==> src/rtl/cla_pkg.sv <==
// Shared constants, result type and 4-bit carry-lookahead group helpers
// used by the pipelined carry-lookahead adder.
package cla_pkg;

  localparam int CLA_GROUP_W = 4;

  typedef struct packed {
    logic [CLA_GROUP_W-1:0] sum;
    logic                   cout;
    logic                   ovf;
  } cla_res_t;

  function automatic int cla_stages(input int width, input int seg_w);
    return width / seg_w;
  endfunction

  // Sum-only group, for groups whose carry-out is produced by the segment lookahead.
  function automatic logic [CLA_GROUP_W-1:0] cla_group_sum(
    input logic [CLA_GROUP_W-1:0] a,
    input logic [CLA_GROUP_W-1:0] b,
    input logic                   cin
  );
    logic [3:0] p;
    logic [2:0] g;
    logic [3:1] c;
    p    = a ^ b;
    g    = a[2:0] & b[2:0];
    c[1] = g[0] | (p[0] & cin);
    c[2] = g[1] | (p[1] & g[0]) | (p[1] & p[0] & cin);
    c[3] = g[2] | (p[2] & g[1]) | (p[2] & p[1] & g[0]) | (p[2] & p[1] & p[0] & cin);
    return p ^ {c[3:1], cin};
  endfunction

  function automatic cla_res_t cla_group(
    input logic [CLA_GROUP_W-1:0] a,
    input logic [CLA_GROUP_W-1:0] b,
    input logic                   cin
  );
    logic [3:0] p;
    logic [3:0] g;
    logic [4:1] c;
    cla_res_t   r;
    p    = a ^ b;
    g    = a & b;
    c[1] = g[0] | (p[0] & cin);
    c[2] = g[1] | (p[1] & g[0]) | (p[1] & p[0] & cin);
    c[3] = g[2] | (p[2] & g[1]) | (p[2] & p[1] & g[0]) | (p[2] & p[1] & p[0] & cin);
    c[4] = g[3] | (p[3] & g[2]) | (p[3] & p[2] & g[1]) | (p[3] & p[2] & p[1] & g[0])
         | (p[3] & p[2] & p[1] & p[0] & cin);
    r.sum  = p ^ {c[3:1], cin};
    r.cout = c[4];
    r.ovf  = c[3] ^ c[4];
    return r;
  endfunction

endpackage

==> src/rtl/cla_seg.sv <==
// Combinational SEG_W-bit carry-lookahead segment built from 4-bit groups with a
// second-level group generate/propagate lookahead; c_msb is the carry into the top bit.
module cla_seg
  import cla_pkg::*;
#(
  parameter int SEG_W = 8
) (
  input  logic [SEG_W-1:0] a,
  input  logic [SEG_W-1:0] b,
  input  logic             cin,
  output logic [SEG_W-1:0] sum,
  output logic             cout,
  output logic             c_msb
);

  localparam int GROUPS = SEG_W / CLA_GROUP_W;

  logic [GROUPS-1:0] grp_g;
  logic [GROUPS-1:0] grp_p;
  logic [GROUPS:0]   grp_c;

  for (genvar i = 0; i < GROUPS; i++) begin : g_grp
    localparam int LO = i * CLA_GROUP_W;
    logic [CLA_GROUP_W-1:0] ga, gb, p, g;

    assign ga = a[LO +: CLA_GROUP_W];
    assign gb = b[LO +: CLA_GROUP_W];
    assign p  = ga ^ gb;
    assign g  = ga & gb;
    assign grp_p[i] = &p;
    assign grp_g[i] = g[3] | (p[3] & g[2]) | (p[3] & p[2] & g[1]) | (p[3] & p[2] & p[1] & g[0]);

    if (i < GROUPS - 1) begin : g_low
      assign sum[LO +: CLA_GROUP_W] = cla_group_sum(ga, gb, grp_c[i]);
    end else begin : g_top
      cla_res_t res;
      assign res = cla_group(ga, gb, grp_c[i]);
      assign sum[LO +: CLA_GROUP_W] = res.sum;
      // ovf = c3 ^ c4 inside the group, so the carry into the top bit is ovf ^ cout.
      assign c_msb = res.ovf ^ res.cout;
    end
  end

  // NOTE: every variable written here gets a value on every path first, so no latch is inferred.
  always_comb begin
    logic c;
    logic prop;
    grp_c    = '0;
    grp_c[0] = cin;
    c        = 1'b0;
    prop     = 1'b1;
    for (int i = 0; i < GROUPS; i++) begin
      c    = 1'b0;
      prop = 1'b1;
      for (int j = i; j >= 0; j--) begin
        c    = c | (prop & grp_g[j]);
        prop = prop & grp_p[j];
      end
      grp_c[i+1] = c | (prop & cin);
    end
  end

  assign cout = grp_c[GROUPS];

endmodule

==> src/rtl/pipelined_cla_adder.sv <==
// Pipelined carry-lookahead adder, one SEG_W-bit segment per stage with registered carries.
// Define CLA_ADDSUB_EN to add the in_sub port and turn the block into an adder/subtractor.
module pipelined_cla_adder
  import cla_pkg::*;
#(
  parameter int WIDTH = 32,
  parameter int SEG_W = 8
) (
  input  logic             clk,
  input  logic             rst_n,
  input  logic             in_valid,
  output logic             in_ready,
  input  logic [WIDTH-1:0] in_a,
  input  logic [WIDTH-1:0] in_b,
  input  logic             in_cin,
`ifdef CLA_ADDSUB_EN
  input  logic             in_sub,
`endif
  output logic             out_valid,
  input  logic             out_ready,
  output logic [WIDTH-1:0] out_sum,
  output logic             out_cout,
  output logic             out_ovf
);

  localparam int STAGES = cla_stages(WIDTH, SEG_W);

  if ((WIDTH % SEG_W) != 0 || (SEG_W % CLA_GROUP_W) != 0) begin : g_param_check
    $error("pipelined_cla_adder: WIDTH=%0d must be a multiple of SEG_W=%0d, which must be a multiple of %0d",
           WIDTH, SEG_W, CLA_GROUP_W);
  end

  logic             adv;
  logic [WIDTH-1:0] eff_b;
  logic             eff_cin;

`ifdef CLA_ADDSUB_EN
  // Inverting b here lets the subtract select ride along with the skewed operand bits.
  assign eff_b   = in_b ^ {WIDTH{in_sub}};
  assign eff_cin = in_cin ^ in_sub;
`else
  assign eff_b   = in_b;
  assign eff_cin = in_cin;
`endif

  assign adv      = !out_valid || out_ready;
  assign in_ready = adv;

  for (genvar k = 0; k < STAGES; k++) begin : g_stage
    localparam int LO = k * SEG_W;
    localparam int HI = LO + SEG_W - 1;

    logic [WIDTH-1:LO] op_a, op_b;
    logic              prev_valid;
    logic              seg_cin, seg_cout, seg_c_msb;
    logic [SEG_W-1:0]  seg_sum;
    logic [HI:0]       sum_d, sum_q;
    logic              valid_q, carry_q;

    if (k == 0) begin : g_head
      assign op_a       = in_a;
      assign op_b       = eff_b;
      assign seg_cin    = eff_cin;
      assign prev_valid = in_valid;
      assign sum_d      = seg_sum;
    end else begin : g_body
      assign op_a       = g_stage[k-1].g_skew.a_q;
      assign op_b       = g_stage[k-1].g_skew.b_q;
      assign seg_cin    = g_stage[k-1].carry_q;
      assign prev_valid = g_stage[k-1].valid_q;
      assign sum_d      = {seg_sum, g_stage[k-1].sum_q};
    end

    cla_seg #(.SEG_W(SEG_W)) u_seg (
      .a     (op_a[HI:LO]),
      .b     (op_b[HI:LO]),
      .cin   (seg_cin),
      .sum   (seg_sum),
      .cout  (seg_cout),
      .c_msb (seg_c_msb)
    );

    // NOTE: sequential state uses non-blocking assignments so every stage samples the
    // previous stage's pre-edge value; datapath registers are reset too so out_sum reads 0.
    always_ff @(posedge clk or negedge rst_n) begin
      if (!rst_n) begin
        valid_q <= 1'b0;
        carry_q <= 1'b0;
        sum_q   <= '0;
      end else if (adv) begin
        valid_q <= prev_valid;
        if (prev_valid) begin
          carry_q <= seg_cout;
          sum_q   <= sum_d;
        end
      end
    end

    if (k < STAGES - 1) begin : g_skew
      logic [WIDTH-1:HI+1] a_q, b_q;
      logic                unused_c_msb;

      assign unused_c_msb = seg_c_msb;

      always_ff @(posedge clk or negedge rst_n) begin
        if (!rst_n) begin
          a_q <= '0;
          b_q <= '0;
        end else if (adv && prev_valid) begin
          a_q <= op_a[WIDTH-1:HI+1];
          b_q <= op_b[WIDTH-1:HI+1];
        end
      end
    end else begin : g_tail
      logic ovf_q;

      always_ff @(posedge clk or negedge rst_n) begin
        if (!rst_n) begin
          ovf_q <= 1'b0;
        end else if (adv && prev_valid) begin
          ovf_q <= seg_c_msb ^ seg_cout;
        end
      end
    end
  end

  assign out_valid = g_stage[STAGES-1].valid_q;
  assign out_sum   = g_stage[STAGES-1].sum_q;
  assign out_cout  = g_stage[STAGES-1].carry_q;
  assign out_ovf   = g_stage[STAGES-1].g_tail.ovf_q;

endmodule

==> config.mk <==
export PLATFORM = sky130hd
export DESIGN_NAME = pipelined_cla_adder
export DESIGN_NICKNAME = d
export VERILOG_FILES = /design/src/rtl/cla_pkg.sv /design/src/rtl/cla_seg.sv /design/src/rtl/pipelined_cla_adder.sv
export SDC_FILE = /design/constraint.sdc
export NUM_CORES = 1
export LEC_CHECK = 0
export CORE_ASPECT_RATIO = 0.75
export CORE_MARGIN = 5
export CORE_UTILIZATION = 39
export CTS_BUF_LIST = sky130_fd_sc_hd__clkbuf_16
export DETAILED_ROUTE_END_ITERATION = 8
export PLACE_DENSITY = 0.6
export REMOVE_ABC_BUFFERS = 1
export SYNTH_ARGS = -nofsm -noshare
export SYNTH_HDL_FRONTEND = slang
export SYNTH_SLANG_ARGS = --single-unit
==> constraint.sdc <==
create_clock -name clk -period 6.2 [get_ports clk]
set_input_delay 0.62 -clock clk [delete_from_list [all_inputs] [get_ports clk]]
set_output_delay 0.62 -clock clk [all_outputs]
set_load 0.01 [all_outputs]
==> flow_summary_export.csv <==
group,metric,value,unit
worst_setup_path,worstPathCellList,"clkdlybuf4s50_1, nor2b_1, inv_6, clkdlybuf4s50_1",
placed_design,dpl.cell_count,1033,
worst_setup_path,slowest_delay,920,ps
worst_setup_path,startpoint_type,"input port",
synth,synth_largest_area_cell,"dfrtp_1",
finish,drive_above_1_share,21.49,%
synth,synth_compound_area_share,8.442,%
floorplanning,core_region_area,0.02107,mm²
sta,worstMarginPinSlew,1209,ps
floorplanning,die_area,0.02437,mm²
finish,fin_nets,873,
cts,numClockSinks,185,
worst_setup_path,setup.worst_path.end_class,"output port",
finish,antennaDiodeCount,0,
sta,rsz0062_at_grt,"false",
floorplanning,ioPinCount,105,
finish,seqCellArea,0.004629,mm²
synth,synth_seq_cells,185,
cts,cts_tree,"yes",
synth,seq_area_frac_synth,55.68,%
global_routing,grt_first_pass_wirelength,28.26,mm
sta,period_needed,3330,ps
placed_design,hpwl,12.04,mm
cts,cts_buffers,17,
worst_setup_path,crit_type,"input port to output port",
cts,cts_setup_buffers,0,
routing,route.vias.total,5257,
placed_design,dpl-instance-area,0.009590,mm²
synth,yosysMostFrequentCell,"dfrtp_1",
sta,fmax,300.3,MHz
global_routing,grt_usage,14.58,%
worst_setup_path,critical_path_required,5580,ps
synth,yosys_warnings,0,
finish,synthToLayoutAreaGrowth,23.28,%
floorplanning,die_x,178.6,µm
routing,wire_per_inst,16.02,µm
floorplanning,rows,46,
sta,fin_tns_setup,0,ps
worst_setup_path,reg2reg_slack,3250,ps
finish,stdcell_area,0.01025,mm²
placed_design,pre_cts_ws,2596,ps
floorplanning,die_h,136.4,µm
synth,synth-simple-area-share,8.187,%
worst_setup_path,path_delay_family,"buffers and inverters",
worst_setup_path,crit_fanout,15,
status,status,"complete, no violations",
routing,ant_nets,0,
cts,cts-htree-levels,4,
cts,postCtsHoldBufs,0,
cts,clkTransAtPathRegs,60,ps
global_routing,grt_overflow,0,
sta,clock_skew,9.163,ps
synth,async_reset_ff_share,100.0,%
finish,fin_util,48.66,%
synth,netlist_area,0.008314,mm²
synth,syn_avg_cell_area,12.56,µm²
pwr,p_leak,4.520,nW
routing,drt-initial-drc-count,268,
global_routing,first_global_vias,5669,
synth,synthAdderAreaFrac,6.742,%
sta,fin_ws,2870,ps
finish,fillCellCount,1911,
synth,ys_top_cells_by_count,"dfrtp_1, mux2_2, nand2_1",
synth,synthCells,662,
cts,cts.repair.resized,0,
worst_setup_path,timing.rr.end,"g_stage[2].g_skew.a_q[25]",
finish,multi_input_area,0.003431,mm²
routing,first_pass_iters,4,
synth,synth_top_area_share,55.68,%
synth,synth_top_cells_by_area,"dfrtp_1, mux2_2, ha_1, nand2_1, o21ai_0",
sta,finalHoldViolations,0,
worst_setup_path,setup.worst_path.end,"in_ready",
hold_path,hold_class,"input port to async pin",
sta,maxSlewHeadroom,19.22,%
pwr,vdd_drop_max,250.4,µV
synth,synthMuxAreaShare,16.39,%
flow_run,maxCapViolCount,0,
routing,drc,0,
synth,synth_xor_area_share,1.475,%
cts,clock_insertion_delay_worst_skew,430,ps
cts,cts_root_buf,"clkbuf_16",
worst_setup_path,worst_path_max_delay_cell,"nor2b_1",
worst_setup_path,r2r.worst_path.cells,4,
synth,synth_top_family_by_area,"multiplexers",
floorplanning,start_util,39.47,%
worst_setup_path,worstPathArrival,2710,ps
synth,ys_types,44,
worst_setup_path,path_buf_inv,3,
sta,maxSlewViolCount,0,
finish,fin_cells,1065,
worst_setup_path,crit_top_cell,"clkdlybuf4s50_1",
synth,synth_flop_cell,"dfrtp_1",
pwr,power_density,529.5,mW/mm²
cts,clockBufferDepth,2,
worst_setup_path,cp.depth,4,
global_routing,grt_max_degree,110,
sta,setup_viol,0,
synth,synth_edf_count,0,
sta,fin_crit_sh,53.70,%
worst_setup_path,worstReg2RegStart,"out_valid",
worst_setup_path,startpoint,"out_ready",
routing,routed_wl,17.06,mm
placed_design,port_buffers,104,
routing,vias_per_cell,4.936,
global_routing,grt_antenna_before_repair,0,
placed_design,routabilityCongestion,0.7758,
==> area by class of cell <==
| cell class | instances | area share (%) |
|---|---|---|
| sequential | 185 | 45.17 |
| multi-input combinational | 429 | 33.47 |
| timing repair buffer | 109 | 10.56 |
| clock buffer | 17 | 4.150 |
| tap | 288 | 3.516 |
| clock inverter | 15 | 2.283 |
| inverter | 22 | 0.8545 |
==> routing by layer <==
metal,part of all wire [%],up-vias,wire [µm],track usage (%)
met3,4.0,21,689,3.614
met5,0,-,0,0
met2,46,85,7925,23.50
met4,1.5,0,248,4.048
li1,-,2520,-,-
met1,48,2631,8198,19.74
==> kinds of logic (layout without fill, tap and decap cells) <==
family	after synthesis	in the layout
buffers and inverters	48	163
xor gates and xnor gates	14	14
AOI/OAI and AO/OA	99	99
adders and majority gates	40	40
DFF	185	185
muxes	121	121
and+or+nand+nor	155	155
==> registers in the layout, indices dropped and copies added, names as in the netlist <==
register,flops
g_stage.g_skew.a_q,48
g_stage.g_skew.b_q,48
g_stage.sum_q,48
out_sum,32
g_stage.carry_q,3
g_stage.valid_q,3
out_cout,1
out_ovf,1
out_valid,1
==> per-stage QoR <==
step	hold slack [ps]	total power, mW
floorplan	324.4	3.500
global placement	452.8	4.158
detailed placement	453.8	4.264
CTS	336.5	5.499
global route	359.2	5.833
finish	265.3	5.427
==> cells in the final DEF (no fill, tap or decap), drive strengths merged, types with 4 or more instances in the layout <==
cell	n
nor2	9
nor2b	4
bufinv	5
a31oi	4
nand2	108
a21oi	14
inv	29
nand4	6
fa	8
mux2	121
a21o	10
o21bai	7
ha	32
o31ai	5
o21ai	39
clkbuf	18
xnor2	8
dfrtp	185
nand3	5
a211oi	9
buf	5
nor3	10
xor2	6
clkdlybuf4s50	103
nand2b	4
==> power breakdown <==
part / total, mW / leakage [nW] / switching (mW) / internal (mW)
sequential: 2.06 / 2.22 / 0.321 / 1.74
clock: 1.21 / 0.319 / 0.484 / 0.726
combinational: 2.15 / 1.98 / 1.06 / 1.09
==> worst register-to-register path: cells and delay by family, from the launching register on <==
family                 cells  cell delay [ps]
buffers and inverters      1              150
DFF                        1              400
muxes                      1              440
and+or+nand+nor            2             1840
==> how the worst min path moves through the flow <==
stage                        start             endpoint  cells after the start
3_3_place_gp   g_stage[2].sum_q[1]           out_sum[1]                      2
4_1_cts                      rst_n           out_sum[0]                      1
6_report                     rst_n           out_sum[0]                      1
5_1_grt                      rst_n  g_stage[0].sum_q[1]                      1
2_1_floorplan                rst_n   g_stage[0].carry_q                      0
3_5_place_dp   g_stage[2].sum_q[1]           out_sum[1]                      2
(Power assumes the default switching activity.)
